--- src/rtl/data_move_pkg.sv ---
// Shared types and constants for the multi-byte area-to-area data mover.
package data_move_pkg;

  typedef enum logic [1:0] {
    ST_IDLE,
    ST_READ,
    ST_DRAIN,
    ST_DONE
  } state_e;

  localparam logic [1:0] ERR_OK    = 2'd0;
  localparam logic [1:0] ERR_SRC   = 2'd1;
  localparam logic [1:0] ERR_DST   = 2'd2;
  localparam logic [1:0] ERR_RANGE = 2'd3;

  // Default area assignment of the surrounding system.
  localparam int unsigned LB_RX   = 0;
  localparam int unsigned LB_TX   = 1;
  localparam int unsigned CB_RX   = 2;
  localparam int unsigned CB_TX   = 3;
  localparam int unsigned RB_RX   = 4;
  localparam int unsigned RB_TX   = 5;
  localparam int unsigned AFPGA_0 = 6;
  localparam int unsigned AFPGA_1 = 7;
  localparam int unsigned CONS_WR = 8;
  localparam int unsigned CONS_RD = 9;

endpackage

--- src/rtl/data_move_rdpipe.sv ---
// Read-latency tracker: RD_LAT-deep valid/area shift register, source lane
// select and a registered output byte that drives the write port.
module data_move_rdpipe #(
  parameter int unsigned NUM_AREA = 10,
  parameter int unsigned AREA_W   = 4,
  parameter int unsigned RD_LAT   = 2
) (
  input  logic                  clk_i,
  input  logic                  rst_i,
  input  logic                  issue_i,
  input  logic [AREA_W-1:0]     area_i,
  input  logic [NUM_AREA*8-1:0] rd_data_i,
  output logic                  pending_o,
  output logic                  valid_o,
  output logic [7:0]            data_o
);

  logic [RD_LAT-1:0] vld_q;
  logic [AREA_W-1:0] area_q [RD_LAT];
  logic              out_vld_q;
  logic [7:0]        out_data_q;
  logic [7:0]        lane;

  always_comb begin
    lane = '0;
    for (int unsigned i = 0; i < NUM_AREA; i++) begin
      if (area_q[RD_LAT-1] == AREA_W'(i)) lane = rd_data_i[i*8 +: 8];
    end
  end

  always_ff @(posedge clk_i) begin
    if (rst_i) begin
      vld_q      <= '0;
      out_vld_q  <= 1'b0;
      out_data_q <= '0;
      for (int unsigned i = 0; i < RD_LAT; i++) area_q[i] <= '0;
    end else begin
      vld_q[0]  <= issue_i;
      area_q[0] <= area_i;
      for (int unsigned i = 1; i < RD_LAT; i++) begin
        vld_q[i]  <= vld_q[i-1];
        area_q[i] <= area_q[i-1];
      end
      out_vld_q  <= vld_q[RD_LAT-1];
      out_data_q <= vld_q[RD_LAT-1] ? lane : '0;
    end
  end

  assign pending_o = |vld_q;
  assign valid_o   = out_vld_q;
  assign data_o    = out_data_q;

endmodule

--- src/rtl/data_move_mc.sv ---
// Block copy engine between memory areas with valid/ready command intake and
// error status. Optional checksum output enabled by DATA_MOVE_CSUM_EN.
module data_move_mc
  import data_move_pkg::*;
#(
  parameter int unsigned NUM_AREA = 10,
  parameter int unsigned AREA_W   = 4,
  parameter int unsigned ADDR_W   = 23,
  parameter int unsigned LEN_W    = 8,
  parameter int unsigned RD_LAT   = 2,
  parameter logic [NUM_AREA-1:0]        SRC_MASK = 10'b1011010101,
  parameter logic [NUM_AREA-1:0]        DST_MASK = 10'b0111101010,
  parameter logic [NUM_AREA*ADDR_W-1:0] AREA_OFS =
    {{2{23'h0}}, {2{23'h100000}}, {6{23'h0}}}
) (
  input  logic                  sys_clk_50m,
  input  logic                  sys_rst,
  input  logic                  cmd_valid,
  output logic                  cmd_ready,
  input  logic [AREA_W-1:0]     cmd_src_area,
  input  logic [15:0]           cmd_src_addr,
  input  logic [AREA_W-1:0]     cmd_dst_area,
  input  logic [15:0]           cmd_dst_addr,
  input  logic [LEN_W-1:0]      cmd_len,
  output logic [NUM_AREA-1:0]   rd_en,
  output logic [ADDR_W-1:0]     rd_addr,
  input  logic [NUM_AREA*8-1:0] rd_data,
  output logic [NUM_AREA-1:0]   wr_en,
  output logic [ADDR_W-1:0]     wr_addr,
  output logic [7:0]            wr_data,
  output logic                  busy,
  output logic                  move_done,
  output logic [1:0]            move_err
`ifdef DATA_MOVE_CSUM_EN
  ,
  output logic [7:0]            move_csum
`endif
);

  state_e            state_q, state_d;
  logic [AREA_W-1:0] src_area_q, src_area_d, dst_area_q, dst_area_d;
  logic [ADDR_W-1:0] rd_addr_q, rd_addr_d, wr_addr_q, wr_addr_d;
  logic [LEN_W-1:0]  rd_left_q, rd_left_d, wr_left_q, wr_left_d;
  logic [1:0]        err_q, err_d;

  logic              src_ok, dst_ok, range_ok;
  logic [ADDR_W-1:0] src_ofs, dst_ofs;
  logic [ADDR_W+1:0] src_base_w, dst_base_w, src_end, dst_end;
  logic [1:0]        err_chk;
  logic              accept, issue, wr_fire, pipe_pending;
  logic [7:0]        pipe_data;

  // Command checks use the live command fields so the verdict is ready at accept.
  always_comb begin
    src_ok  = 1'b0;
    dst_ok  = 1'b0;
    src_ofs = '0;
    dst_ofs = '0;
    for (int unsigned i = 0; i < NUM_AREA; i++) begin
      if (cmd_src_area == AREA_W'(i)) begin
        src_ok  = SRC_MASK[i];
        src_ofs = AREA_OFS[i*ADDR_W +: ADDR_W];
      end
      if (cmd_dst_area == AREA_W'(i)) begin
        dst_ok  = DST_MASK[i];
        dst_ofs = AREA_OFS[i*ADDR_W +: ADDR_W];
      end
    end
    src_base_w = (ADDR_W+2)'(cmd_src_addr) + (ADDR_W+2)'(src_ofs);
    dst_base_w = (ADDR_W+2)'(cmd_dst_addr) + (ADDR_W+2)'(dst_ofs);
    src_end    = src_base_w + (ADDR_W+2)'(cmd_len);
    dst_end    = dst_base_w + (ADDR_W+2)'(cmd_len);
    range_ok   = ((src_end >> ADDR_W) == '0) && ((dst_end >> ADDR_W) == '0);
    if (!src_ok)        err_chk = ERR_SRC;
    else if (!dst_ok)   err_chk = ERR_DST;
    else if (!range_ok) err_chk = ERR_RANGE;
    else                err_chk = ERR_OK;
  end

  assign accept = (state_q == ST_IDLE) && cmd_valid;
  assign issue  = (state_q == ST_READ);

  always_comb begin
    state_d    = state_q;
    src_area_d = src_area_q;
    dst_area_d = dst_area_q;
    rd_addr_d  = rd_addr_q;
    wr_addr_d  = wr_addr_q;
    rd_left_d  = rd_left_q;
    wr_left_d  = wr_left_q;
    err_d      = err_q;
    if (wr_fire) begin
      wr_addr_d = wr_addr_q + 1'b1;
      wr_left_d = wr_left_q - 1'b1;
    end
    case (state_q)
      ST_IDLE: begin
        if (cmd_valid) begin
          src_area_d = cmd_src_area;
          dst_area_d = cmd_dst_area;
          rd_addr_d  = src_base_w[ADDR_W-1:0];
          wr_addr_d  = dst_base_w[ADDR_W-1:0];
          rd_left_d  = cmd_len;
          wr_left_d  = cmd_len;
          err_d      = err_chk;
          state_d    = (err_chk == ERR_OK) ? ST_READ : ST_DONE;
        end
      end
      ST_READ: begin
        rd_addr_d = rd_addr_q + 1'b1;
        if (rd_left_q == '0) state_d = ST_DRAIN;
        else                 rd_left_d = rd_left_q - 1'b1;
      end
      ST_DRAIN: begin
        if (wr_fire && (wr_left_q == '0) && !pipe_pending) state_d = ST_DONE;
      end
      ST_DONE: state_d = ST_IDLE;
      default: state_d = ST_IDLE;
    endcase
  end

  always_ff @(posedge sys_clk_50m) begin
    if (sys_rst) begin
      state_q    <= ST_IDLE;
      src_area_q <= '0;
      dst_area_q <= '0;
      rd_addr_q  <= '0;
      wr_addr_q  <= '0;
      rd_left_q  <= '0;
      wr_left_q  <= '0;
      err_q      <= ERR_OK;
    end else begin
      state_q    <= state_d;
      src_area_q <= src_area_d;
      dst_area_q <= dst_area_d;
      rd_addr_q  <= rd_addr_d;
      wr_addr_q  <= wr_addr_d;
      rd_left_q  <= rd_left_d;
      wr_left_q  <= wr_left_d;
      err_q      <= err_d;
    end
  end

  data_move_rdpipe #(
    .NUM_AREA (NUM_AREA),
    .AREA_W   (AREA_W),
    .RD_LAT   (RD_LAT)
  ) u_rdpipe (
    .clk_i     (sys_clk_50m),
    .rst_i     (sys_rst),
    .issue_i   (issue),
    .area_i    (src_area_q),
    .rd_data_i (rd_data),
    .pending_o (pipe_pending),
    .valid_o   (wr_fire),
    .data_o    (pipe_data)
  );

  always_comb begin
    rd_en = '0;
    wr_en = '0;
    for (int unsigned i = 0; i < NUM_AREA; i++) begin
      if (src_area_q == AREA_W'(i)) rd_en[i] = issue;
      if (dst_area_q == AREA_W'(i)) wr_en[i] = wr_fire;
    end
  end

  assign cmd_ready = (state_q == ST_IDLE);
  assign busy      = (state_q == ST_READ) || (state_q == ST_DRAIN);
  assign move_done = (state_q == ST_DONE);
  assign move_err  = move_done ? err_q : ERR_OK;
  assign rd_addr   = issue ? rd_addr_q : '0;
  assign wr_addr   = wr_fire ? wr_addr_q : '0;
  assign wr_data   = pipe_data;

`ifdef DATA_MOVE_CSUM_EN
  logic [7:0] csum_q, csum_d;

  always_comb begin
    csum_d = csum_q;
    if (accept)       csum_d = '0;
    else if (wr_fire) csum_d = csum_q + pipe_data;
  end

  always_ff @(posedge sys_clk_50m) begin
    if (sys_rst) csum_q <= '0;
    else         csum_q <= csum_d;
  end

  assign move_csum = move_done ? csum_q : '0;
`endif

endmodule

--- config.mk ---
export PLATFORM = sky130hd
export DESIGN_NAME = data_move_mc
export DESIGN_NICKNAME = d
export VERILOG_FILES = /design/src/rtl/data_move_pkg.sv /design/src/rtl/data_move_rdpipe.sv /design/src/rtl/data_move_mc.sv
export SDC_FILE = /design/constraint.sdc
export NUM_CORES = 1
export LEC_CHECK = 0
export ABC_AREA = 1
export BUFFER_PORTS_ARGS = -buffer_cell sky130_fd_sc_hd__buf_2
export CORE_ASPECT_RATIO = 1.25
export CORE_MARGIN = 1
export CORE_UTILIZATION = 45
export CTS_CLUSTER_DIAMETER = 120
export DETAILED_ROUTE_END_ITERATION = 10
export GPL_TIMING_DRIVEN = 0
export PLACE_DENSITY = 0.73
export SYNTH_ARGS = -nofsm -noshare
export SYNTH_HDL_FRONTEND = slang
export SYNTH_SLANG_ARGS = --single-unit
--- constraint.sdc ---
create_clock -name sys_clk_50m -period 5.1 [get_ports sys_clk_50m]
set_clock_uncertainty 0.15 [all_clocks]
set_input_delay 0.51 -clock sys_clk_50m [delete_from_list [all_inputs] [get_ports sys_clk_50m]]
set_output_delay 0.51 -clock sys_clk_50m [all_outputs]
set_load 0.05 [all_outputs]
==> flow_summary_export.csv <==
group,metric,value,unit
setup_path,path_common_cell,"buf_2",
global_route,grt_use_total,27.3,%
flow_run,cap_violations,0,
clocking,cts_sinks,93,
synth,ys_seq_area_share,30.6,%
finish,design_area,7630,µm²
min_path,whs_path_depth,3,
finish,finalNonFillerCells,1397,
sta,max_freq,319,MHz
finish,syn2layout_area_growth,25.6,%
finish,multi_input_area,3370,µm²
floorplanning,initial_core_util,45.9,%
setup_path,critPathBufInv,3,
finish,regArea,1860,µm²
synth,synth_common_cells,"235 x nand2_1, 182 x inv_1, 133 x nor2_1",
placement,gp_congestion,0.947,
synth,synth_ff_type,"dfxtp_1",
clocking,htreeDepth,3,
floorplanning,die_w,106,µm
detailed_routing,num_vias,7003,
floorplanning,dieHeight,132,µm
clocking,ctsHoldBuffers,0,
synth,synth_cell_types,40,
synth,synth_top_area_share,30.6,%
sta,setup_viol,0,
setup_path,cp.required,4.44,ns
finish,finalNetCount,1361,
floorplanning,io_pins,210,
setup_path,start_kind,"register",
floorplanning,core,13200,µm²
sta,finalSetupTns,0,ns
detailed_routing,drt-total-wl,18.9,mm
synth,synth_warnings,0,
sta,rsz0062_at_grt,"false",
sta,tightest_slew,0.656,ns
power_and_ir_drop,ir_worst_vdd,0.339,mV
sta,hold_viol_final,0,
setup_path,path_max_fanout,10,
global_route,grt_pass1_wl,30.6,mm
sta,finalCritPeriodShare,61.5,%
placement,dpl-instance-area,7330,µm²
floorplanning,fp.dieArea,14000,µm²
setup_path,crit_type,"register to output port",
synth,synth_top_cell_by_area,"dfxtp_1",
setup_path,slowest_stage,"clkbuf_1",
floorplanning,fp-row-count,47,
min_path,hold_class,"primary input to register",
synth,synth.area.top_cells,"dfxtp_1 31%, nand2_1 15%, inv_1 11%",
power_and_ir_drop,powerDensity,395,nW/µm²
setup_path,crit_arrival,2.48,ns
sta,setup_ws,1.96,ns
detailed_routing,first_pass_iters,5,
synth,netlist_area,6070,µm²
synth,synth_most_common_cell,"nand2_1",
clocking,cts_root_buffer,"clkbuf_16",
global_route,grt_antenna_before_repair,1,
synth,async_reset_ff_share,0,%
synth,synthCells,1001,
clocking,cts_tree,"built",
setup_path,cp_num_cells,6,
detailed_routing,wl_per_cell,13.5,µm
clocking,post_cts_buffers,0,
setup_path,path_cells,"ha_1 > buf_2 > clkbuf_1 > nand3_1 > nor2_1 > buf_2",
setup_path,crit_family,"buffers and inverters",
synth,synth_nets,1142,
clocking,cts_resized,0,
setup_path,ff2ff_path_depth,8,
finish,layout-drive-gt1-share,22.5,%
synth,ys_seq_elements,93,
detailed_routing,antenna_left,0,
clocking,numCtsBuffers,9,
detailed_routing,drt_first_iter_violations,372,
power_and_ir_drop,p_leak,0.00420,µW
finish,post-route-util,57.7,%
status,outcome,"finished, final reports clean",
placement,hpwl,14.7,mm
sta,min_period,3.14,ns
clocking,clk_pin_slew,0.07,ns
global_route,grt_overflow,0,
detailed_routing,routed_via_density,5.01,
sta,final_max_slew_viol_count,0,
setup_path,cp_slowest_stage_delay,0.48,ns
setup_path,crit_path_end_kind,"output port",
clocking,clock_path_buffers,2,
finish,fill_cells,1374,
synth,synth_edf_count,0,
placement,io_buffer_count,208,
global_route,grt_pass1_vias,6435,
placement,placed_cells,1380,
global_route,grt_max_degree,16,
sta,slew-limit-headroom,56.3,%
placement,dp_slack,2.35,ns
detailed_routing,drc,0,
synth,synth.avg_cell_area,6.07,µm²
clocking,insertion_delay,0.35,ns
[cell families after synthesis]
logic type | after synthesis | share of synthesized area, %
AO/OA/AOI/OAI | 155 | 14.3
XOR/XNOR | 17 | 2.45
adder cells (fa/ha/maj) | 10 | 2.06
buffers and inverters | 216 | 13.9
flip-flops | 93 | 30.6
AND/OR/NAND/NOR | 510 | 36.6
[per-layer routing]
metal / track usage (%) / up-vias / routed length, µm
met3: 5.19 / 34 / 1430
met5: 0 / - / 0
met2: 46.8 / 272 / 9110
li1: - / 3598 / -
met1: 33.7 / 3099 / 7910
met4: 10.0 / 0 / 421
[cells in the final DEF (no fill, tap or decap), types with 11 or more instances in the layout]
| cell | Yosys | layout |
|---|---|---|
| nand2_1 | 235 | 235 |
| buf_2 | 11 | 219 |
| inv_1 | 182 | 182 |
| nor2_1 | 133 | 133 |
| dfxtp_1 | 93 | 93 |
| nand3_1 | 68 | 68 |
| o21ai_0 | 63 | 63 |
| a21oi_1 | 53 | 53 |
| nand4_1 | 23 | 23 |
| clkbuf_1 | 14 | 14 |
| nor3_1 | 13 | 13 |
| nand2_2 | 11 | 11 |
[layout make-up]
class / count / share of cell area, %
tap: 171 / 2.80
multi-input combinational: 692 / 44.1
clock buffer: 10 / 3.13
timing repair buffer: 208 / 13.6
clock inverter: 6 / 0.803
buffer: 30 / 1.90
antenna: 1 / 0.0328
sequential: 93 / 24.4
inverter: 186 / 9.15
[state kept, by name, indices dropped and copies added (netlist names)]
| name | count |
|---|---|
| u_rdpipe.data_o | 8 |
| dst_area_q | 4 |
| rd_left_q | 8 |
| rd_addr_q | 23 |
| u_rdpipe.vld_q | 2 |
| src_area_q | 4 |
| err_q | 2 |
| u_rdpipe.valid_o | 1 |
| state_q | 2 |
| u_rdpipe.area_q | 8 |
| wr_left_q | 8 |
| wr_addr_q | 23 |
[worst register-to-register path, cell delays in order (launching register included)]
cell     delay, ns
dfxtp_1       0.39
inv_1         0.08
ha_1          0.29
nand2_2       0.20
inv_2         0.13
nor2_2        0.39
inv_1         0.17
buf_2         0.25
o22ai_1       0.14
[power breakdown]
group,total (µW),switching [µW],leakage (µW),internal [µW]
Sequential,1060,173,0.000762,891
Combinational,1260,858,0.00329,400
Clock,691,298,0.000149,393
Total,3010,1330,0.00420,1680
[final timing paths]
kind	slack, ns	to	from
worst min register to register	0.25	u_rdpipe.area_q[0][7]	u_rdpipe.area_q[0][3]
worst min-delay path	0.21	wr_addr_q[6]	cmd_dst_addr[6]
worst max-delay path	1.96	rd_en[5]	state_q[0]
worst max register to register	2.84	dst_area_q[2]	state_q[0]
[per-stage QoR]
stage / hold slack (ns) / total power (µW)
floorplan: 0.238 / 1960
global placement: 0.244 / 2310
detailed placement: 0.244 / 2320
CTS: 0.210 / 3000
global route: 0.213 / 3220
finish: 0.210 / 3010
Note: power is estimated with default switching activity, not from simulation.
